`src/rtl/instruction_fetch.sv`:
```
// Fetch stage ahead of the instruction decoder. It owns the program counter,
// reads opcodes (plus an immediate word after LDI) from program memory over a
// req/valid handshake, and offers each instruction to execute over valid/ready.
// When the decoder reports that the accepted instruction is RST, the program
// restarts at address 0. Every output comes from a register or is decoded from
// the FSM state, so there is no combinational path from an input to an output.
module instruction_fetch #(
  parameter int                     INSTR_WIDTH = 4,
  parameter int                     ADDR_WIDTH  = 4,
  parameter int                     DATA_WIDTH  = 4,
  parameter logic [INSTR_WIDTH-1:0] LDI_OPCODE  = 4'hD,
  parameter logic [INSTR_WIDTH-1:0] NOP_OPCODE  = 4'hC
) (
  input  logic                   clk,
  input  logic                   rst_n,
  input  logic                   en,
  output logic                   pm_req,
  output logic [ADDR_WIDTH-1:0]  pm_addr,
  input  logic [INSTR_WIDTH-1:0] pm_data,
  input  logic                   pm_valid,
  output logic [INSTR_WIDTH-1:0] instruction,
  output logic [DATA_WIDTH-1:0]  imm,
  output logic                   instr_valid,
  input  logic                   instr_ready,
  input  logic                   reset_instr,
  output logic [ADDR_WIDTH-1:0]  pc
);

  typedef enum logic [1:0] {
    IDLE,
    FETCH,
    FETCH_IMM,
    ISSUE
  } state_t;

  state_t                 state, state_next;
  logic [INSTR_WIDTH-1:0] ir, ir_next;
  logic [DATA_WIDTH-1:0]  imm_q, imm_next;
  logic [ADDR_WIDTH-1:0]  pc_q, pc_next;

  // State, instruction, immediate and PC registers; reset aborts any fetch or issue in progress.
  always_ff @(posedge clk or negedge rst_n) begin
    if (!rst_n) begin
      state <= IDLE;
      ir    <= NOP_OPCODE;
      imm_q <= '0;
      pc_q  <= '0;
    end else begin
      state <= state_next;
      ir    <= ir_next;
      imm_q <= imm_next;
      pc_q  <= pc_next;
    end
  end

  // Next state and register updates; memory data is taken only while a request is outstanding.
  always_comb begin
    state_next = state;
    ir_next    = ir;
    imm_next   = imm_q;
    pc_next    = pc_q;
    case (state)
      IDLE: begin
        if (en) begin
          state_next = FETCH;
        end
      end
      FETCH: begin
        if (pm_valid) begin
          ir_next    = pm_data;
          pc_next    = pc_q + ADDR_WIDTH'(1);
          state_next = (pm_data == LDI_OPCODE) ? FETCH_IMM : ISSUE;
        end
      end
      FETCH_IMM: begin
        if (pm_valid) begin
          imm_next   = DATA_WIDTH'(pm_data);
          pc_next    = pc_q + ADDR_WIDTH'(1);
          state_next = ISSUE;
        end
      end
      ISSUE: begin
        if (instr_ready) begin
          if (reset_instr) begin
            pc_next = '0;
          end
          state_next = en ? FETCH : IDLE;
        end
      end
      default: begin
        state_next = IDLE;
      end
    endcase
  end

  assign pm_req      = (state == FETCH) || (state == FETCH_IMM);
  assign pm_addr     = pc_q;
  assign instr_valid = (state == ISSUE);
  assign instruction = (state == ISSUE) ? ir : NOP_OPCODE;
  assign imm         = imm_q;
  assign pc          = pc_q;

endmodule

```
`config.mk`:
```
export PLATFORM = sky130hd
export DESIGN_NAME = instruction_fetch
export DESIGN_NICKNAME = d
export VERILOG_FILES = /design/src/rtl/instruction_fetch.sv
export SDC_FILE = /design/constraint.sdc
export NUM_CORES = 1
export LEC_CHECK = 0
export ABC_AREA = 1
export BUFFER_PORTS_ARGS = -buffer_cell sky130_fd_sc_hd__buf_2
export CAP_MARGIN = 15
export CORE_AREA = 2 2 47 49
export DETAILED_ROUTE_END_ITERATION = 10
export DIE_AREA = 0 0 49 51
export GPL_TIMING_DRIVEN = 1
export PLACE_DENSITY = 0.79
export SYNTH_ARGS = -nofsm -noshare
export SYNTH_HDL_FRONTEND = slang
export SYNTH_SLANG_ARGS = --single-unit
```
`constraint.sdc`:
```
create_clock -name clk -period 1.3 [get_ports clk]
set_input_delay 0.39 -clock clk [delete_from_list [all_inputs] [get_ports clk]]
set_output_delay 0.39 -clock clk [all_outputs]
set_load 0.01 [all_outputs]
```
==> results by group, run 1 <==
Run status
  – Status: complete, but fails checks
  – Violated checks: negative hold slack, negative setup slack

Layout
  – Final std cells w/o fill: 163
  – Final net count: 154
  – Commonest non-fill, non-tap cell in the layout: nand2_1
  – Layout cells sized above 1: 0.4667
  – Ant diodes: 0
  – Fin util: 0.5591
  – Most frequent cells in the layout: nand2_1, buf_2, inv_1, o21ai_0, dfrtp_1
  – Fillers: 203
  – Layout area overhead: 41.85%

Synth
  – Largest family of logic cells by synthesized area: simple AND/OR/NAND/NOR gates
  – Synth unique cells: 18
  – Simple-gate share of the synthesized area: 0.2569
  – Adder-cell share of the synthesized area: 0.1077
  – Mux cell area share after synthesis: 0
  – Net Count, Synth: 118
  – Yosys top cell by area: dfrtp_1
  – Sequential area share after synthesis: 0.4338
  – Synth warnings: 0
  – Ranking of synthesized cells by area: dfrtp_1, nand2_1, ha_1
  – Synth Area in Compound Gates: 0.08000
  – Post-synth top area share: 0.3692
  – Synthesized area per cell: 8.052 µm²
  – Cells after synthesis: 101
  – XOR/XNOR Fraction of Synth Area: 0.01077
  – Synthesis-stage register bit count: 14
  – Synth Cell Area: 813.3 µm²

Clock network
  – CTS root buf: clkbuf_4
  – TritonCTS Sinks: 14
  – Clock tree buffer depth: 2
  – Worst skew pair latency: 0.27 ns
  – CTS tree: done
  – Num CTS Buffers: 3
  – Hold buffers post-CTS: 0
  – CTS clk-pin slew, worst paths: 0.08 ns
  – H-tree Lvls: 1

Timing
  – Final setup fails: 9
  – Clock skew after layout: 0.002575 ns
  – Final hold vios: 12
  – Peak Freq: 0.6124 GHz
  – Slew Viols, Final: 0
  – Final Cycle Share: 1.256
  – Hold Slack: -0.01121 ns
  – Worst rel slew slack: 0.7954
  – Worst-margin pin slew: 0.3070 ns
  – RSZ-0062 raised after global routing: yes
  – Min Tclk post-route: 1.633 ns
  – Post-route setup slack: -0.3329 ns

Worst setup path
  – CP Cell Sequence: ha_4, inv_4, or2_4, buf_6
  – R2R depth: 7
  – Worst Path Required: 0.91 ns
  – Max incr delay on CP: 0.42 ns
  – Worst EP arrival: 1.24 ns
  – WS Path Type: reg2out
  – Crit. End Element: output port
  – Critical Path Source: state[0]$_DFFE_PN0P_
  – CP startpoint kind: register
  – Critical path's slowest cell: dfrtp_2
  – RR Startpoint: state[1]$_DFFE_PN0P_
  – Maximum fanout along the worst path: 4

Power
  – Peak supply drop: 1760 µV
  – Pleak: 0.0006320 µW
  – Power density over cell area: 2555 nW/µm²

Placement
  – Dpl cells: 158
  – Post-place setup slack: -0.08123 ns
  – Gp weighted congestion: 0.7795
  – Post-DP HPWL: 1360 µm
  – Port Buffers: 27

Floorplan
  – Site row count: 17
  – Die span in y: 51 µm
  – Die area: 2499 µm²
  – Die Width: 49 µm
  – IO Count: 28
  – Initial Util: 0.3942
  – Core area: 2063 µm²

Min path
  – Worst hold path class: in2async

Detailed routing
  – Via-per-instance ratio: 4.601
  – Antenna viol nets, final: 0
  – First DRT Iteration DRCs: 24
  – Avg WL per Cell: 10.90 µm
  – First-pass DRT Iterations: 4
  – Vias: 750
  – DR DRC count: 0
  – Total wire length: 1777 µm

GRT
  – Initial antenna violation count: 0
  – GRT overflow: 0
  – Gr usage total: 0.1513
  – Vias in the first global route: 671
  – Global-route wire length before repair: 2849 µm
  – Pin count of the biggest net entering global routing: 15

Run
  – Max Cap Violations: 0
cells in the mapped netlist:
cell,number
buf_4,4
clkinv_1,1
dfrtp_1,12
dfstp_2,2
ha_1,7
inv_1,14
inv_2,1
nand2_1,32
nand2_2,1
nand3_1,3
nand3_4,1
nand3b_1,1
nand4_1,2
nor2_1,3
o21ai_0,10
o21ai_1,3
or2_2,3
xor2_1,1
stage by stage:
step	hold WS [ns]	cell area, µm²	power, µW	setup TNS [ns]
after floorplan	0.09441	845.8	1866	-0.03106
after global placement	0.2915	1031	2287	-0.08994
after detailed placement	0.3035	1031	2369	-0.4449
after CTS	0.001364	1101	2810	-1.707
after global routing	0.01691	1154	3191	-2.476
final	-0.01121	1154	2947	-1.895
flip-flops by register name, indices dropped and copies added (netlist names):
signal  cells
state       2
imm         4
pc          4
ir          4
area by class of cell:
type                       count  area [µm²]  share of cell area
tap                           28       35.03             0.03037
clock buffer                   3       22.52             0.01952
multi-input combinational     67       446.7              0.3872
sequential                    14       357.8              0.3102
inverter                      16       63.81             0.05531
timing repair buffer          35       227.7              0.1974
where the power goes:
part | internal [µW] | total, µW | switching (µW) | leakage (µW)
sequential | 663 | 837 | 173 | 0.000167
combinational | 909 | 1870 | 961 | 0.000451
clock | 107 | 240 | 133 | 0.0000138
kinds of logic after synthesis:
| family | Yosys count |
|---|---|
| compound gates | 13 |
| xor+xnor | 1 |
| fa+ha+maj | 7 |
| buf+inv | 20 |
| flops | 14 |
| simple gates | 46 |
worst max-delay path: cells and delay by family (launching register included):
kind          cells  cell delay (ns)
fa+ha+maj         1             0.18
simple gates      1             0.22
flops             1             0.42
buf+inv           2             0.16
per-layer routing:
metal / global-route usage / routed length, µm / vias up
li1: - / - / 379
met1: 0.1904 / 736 / 349
met2: 0.2489 / 942 / 18
met5: 0 / 0 / -
met4: 0.09048 / 31 / 0
met3: 0.02047 / 66 / 4
path summary, 6_finish.rpt:
path,end,slack [ns]
max in group asynchronous,ir[2]$_DFFE_PN1P_,1.02
worst min register to register,imm[3]$_DFFE_PN0P_,0.48
worst min-delay path,ir[0]$_DFFE_PN0P_,-0.01
worst max register to register,state[1]$_DFFE_PN0P_,-0.10
min in group clk,ir[3]$_DFFE_PN1P_,0.35
worst max-delay path,instruction[3],-0.33
timing repair:
item / CTS / global route
gates cloned: 0 / 0
setup buffers: 0 / 2
resized for setup: 15 / 10
pin swaps: 4 / 5
endpoints found under the setup margin: 13 / 21
Power figures use the tool's default switching activity.
==> run 2: changes to the inputs <==
--- a/config.mk
+++ b/config.mk
@@ -12,5 +12,5 @@
 export DETAILED_ROUTE_END_ITERATION = 10
 export DIE_AREA = 0 0 49 51
-export GPL_TIMING_DRIVEN = 1
+export GPL_TIMING_DRIVEN = 0
 export PLACE_DENSITY = 0.79
 export SYNTH_ARGS = -nofsm -noshare
==> constraint.sdc (replaced) <==
create_clock -name clk -period 1.3 [get_ports clk]
set_input_delay 0.26 -clock clk [delete_from_list [all_inputs] [get_ports clk]]
set_output_delay 0.26 -clock clk [all_outputs]
set_load 0.01 [all_outputs]
==> run 2 against run 1 <==
Global-route usage increased by 1.9 points. Non-clock buffer count rose by 9. Worst hold slack improved by 0.23 ns. Sequential power grew 2%. Final cell count is 6.1% higher. Critical path depth stayed put. Wire length rose by 16%. Die area unchanged. Total power up 16%. The flow finishes with violations (negative setup slack). Clock power increased by 32%. Core utilization grew 7.2 points. Cell area rose by 13%.
==> results by group, run 2 (synthesis gave the netlist of run 1 again) <==
Power
  – Pleak: 0.0007072 µW
  – Power density over cell area: 2625 nW/µm²
  – Peak supply drop: 1639 µV
  – Overall Power: 3416 µW

Detailed routing
  – First DRT Iteration DRCs: 12
  – Vias: 800
  – Avg WL per Cell: 11.92 µm
  – Antenna viol nets, final: 0
  – Via-per-instance ratio: 4.624
  – First-pass DRT Iterations: 4
  – Total wire length: 2062 µm
  – DR DRC count: 0

Floorplan
  – Site row count: 17
  – IO Count: 28
  – Die Width: 49 µm
  – Die span in y: 51 µm
  – Initial Util: 0.3942
  – Die area: 2499 µm²
  – Core area: 2063 µm²

Timing
  – Final hold vios: 0
  – Final Cycle Share: 1.164
  – Post-route setup slack: -0.2138 ns
  – Worst-margin pin slew: 0.3166 ns
  – RSZ-0062 raised after global routing: yes
  – Worst rel slew slack: 0.7889
  – Peak Freq: 0.6606 GHz
  – Slew Viols, Final: 0
  – Final setup fails: 12
  – Clock skew after layout: 0.003550 ns
  – Min Tclk post-route: 1.514 ns

Clock network
  – Num CTS Buffers: 3
  – Clock tree buffer depth: 2
  – TritonCTS Sinks: 14
  – Worst skew pair latency: 0.29 ns
  – CTS tree: done
  – H-tree Lvls: 1
  – CTS root buf: clkbuf_4
  – CTS clk-pin slew, worst paths: 0.08 ns

Worst setup path
  – CP startpoint kind: register
  – Reg2reg setup slack: -0.06 ns
  – Worst Path Required: 1.04 ns
  – Maximum fanout along the worst path: 3
  – WS Path Type: reg2out
  – Worst flop-to-flop path endpoint: pc[2]$_DFFE_PN0P_
  – RR Startpoint: state[0]$_DFFE_PN0P_
  – Worst EP arrival: 1.25 ns
  – R2R depth: 8
  – Crit. End Element: output port

Min path
  – Hold path start: pm_data[3]
  – Hold depth: 3
  – Worst Hold End: ir[3]$_DFFE_PN1P_
  – Worst hold path class: in2reg

GRT
  – Gr usage total: 0.1704
  – Pin count of the biggest net entering global routing: 15
  – Vias in the first global route: 739
  – Initial antenna violation count: 0
  – GRT overflow: 0
  – Global-route wire length before repair: 3098 µm

Run
  – Max Cap Violations: 0

Layout
  – Ant diodes: 0
  – Most frequent cells in the layout: buf_2, nand2_1, inv_1, buf_4, buf_6
  – Layout cells sized above 1: 0.5793
  – Fillers: 171
  – Commonest non-fill, non-tap cell in the layout: buf_2
  – Multi-input logic area: 490.5 µm²
  – Final net count: 163
  – Layout area overhead: 60.00%
  – Reg area: 359.1 µm²
  – Fin area: 1301 µm²

Placement
  – Post-DP HPWL: 1244 µm
  – Port Buffers: 27
  – Gp weighted congestion: 0.7385
  – DP Area: 998.5 µm²

Run status
  – Violated checks: negative setup slack
  – Status: complete, but fails checks
run 2: critical path: stages, from the launching register on:
cell	delay, ns
dfrtp_2	0.44
buf_6	0.14
inv_4	0.06
ha_4	0.21
buf_6	0.12
run 2: timing repair:
action                     CTS  global route
buffers inserted             9             3
hold buffers                 1             0
hold endpoints to repair    12             0
setup endpoints to repair   12            21
pin swaps                   11            14
resized for setup           33            22
run 2: how the worst max path moves through the flow:
stage | startpoint | slack, ns | end | cells after the start
finish | state[0]$_DFFE_PN0P_ | -0.21 | pm_req | 4
global placement | state[1]$_DFFE_PN0P_ | -0.18 | instruction[3] | 4
global route | state[0]$_DFFE_PN0P_ | -0.25 | instruction[2] | 4
floorplan | state[0]$_DFFE_PN0P_ | -0.002 | instruction[2] | 3
CTS | state[1]$_DFFE_PN0P_ | -0.21 | instruction[1] | 5
detailed placement | state[1]$_DFFE_PN0P_ | -0.21 | instruction[3] | 4
run 2: layer usage:
metal | track usage | vias to the layer above | wire (µm)
li1 | - | 399 | -
met4 | 0.1571 | 0 | 165
met3 | 0.02047 | 12 | 65
met2 | 0.2854 | 26 | 964
met1 | 0.1904 | 363 | 865
met5 | 0 | - | 0
run 2: layout make-up:
type | instances | share of cell area
clock buffer | 4 | 0.02788
multi-input combinational | 67 | 0.3769
timing repair buffer | 40 | 0.2173
inverter | 16 | 0.05192
tap | 28 | 0.02692
buffer | 4 | 0.02308
sequential | 14 | 0.2760
run 2: stage by stage:
step | instances | utilization | setup slack [ns] | hold slack (ns) | setup TNS, ns
floorplan | 101 | - | -0.001753 | -0.03559 | -0.003507
global route | 173 | 0.6307 | -0.2505 | 0.2240 | -2.170
CTS | 170 | 0.5913 | -0.2057 | 0.2230 | -1.436
finish | 173 | 0.6307 | -0.2138 | 0.2218 | -1.477
global placement | 156 | 0.4839 | -0.1792 | 0.1607 | -0.4975
detailed placement | 156 | 0.4839 | -0.2073 | 0.1680 | -0.7883
run 2: where the power goes:
group / internal (µW) / total [µW] / switching [µW]
combinational: 1130 / 2250 / 1110
sequential: 666 / 852 / 186
clock: 171 / 318 / 147
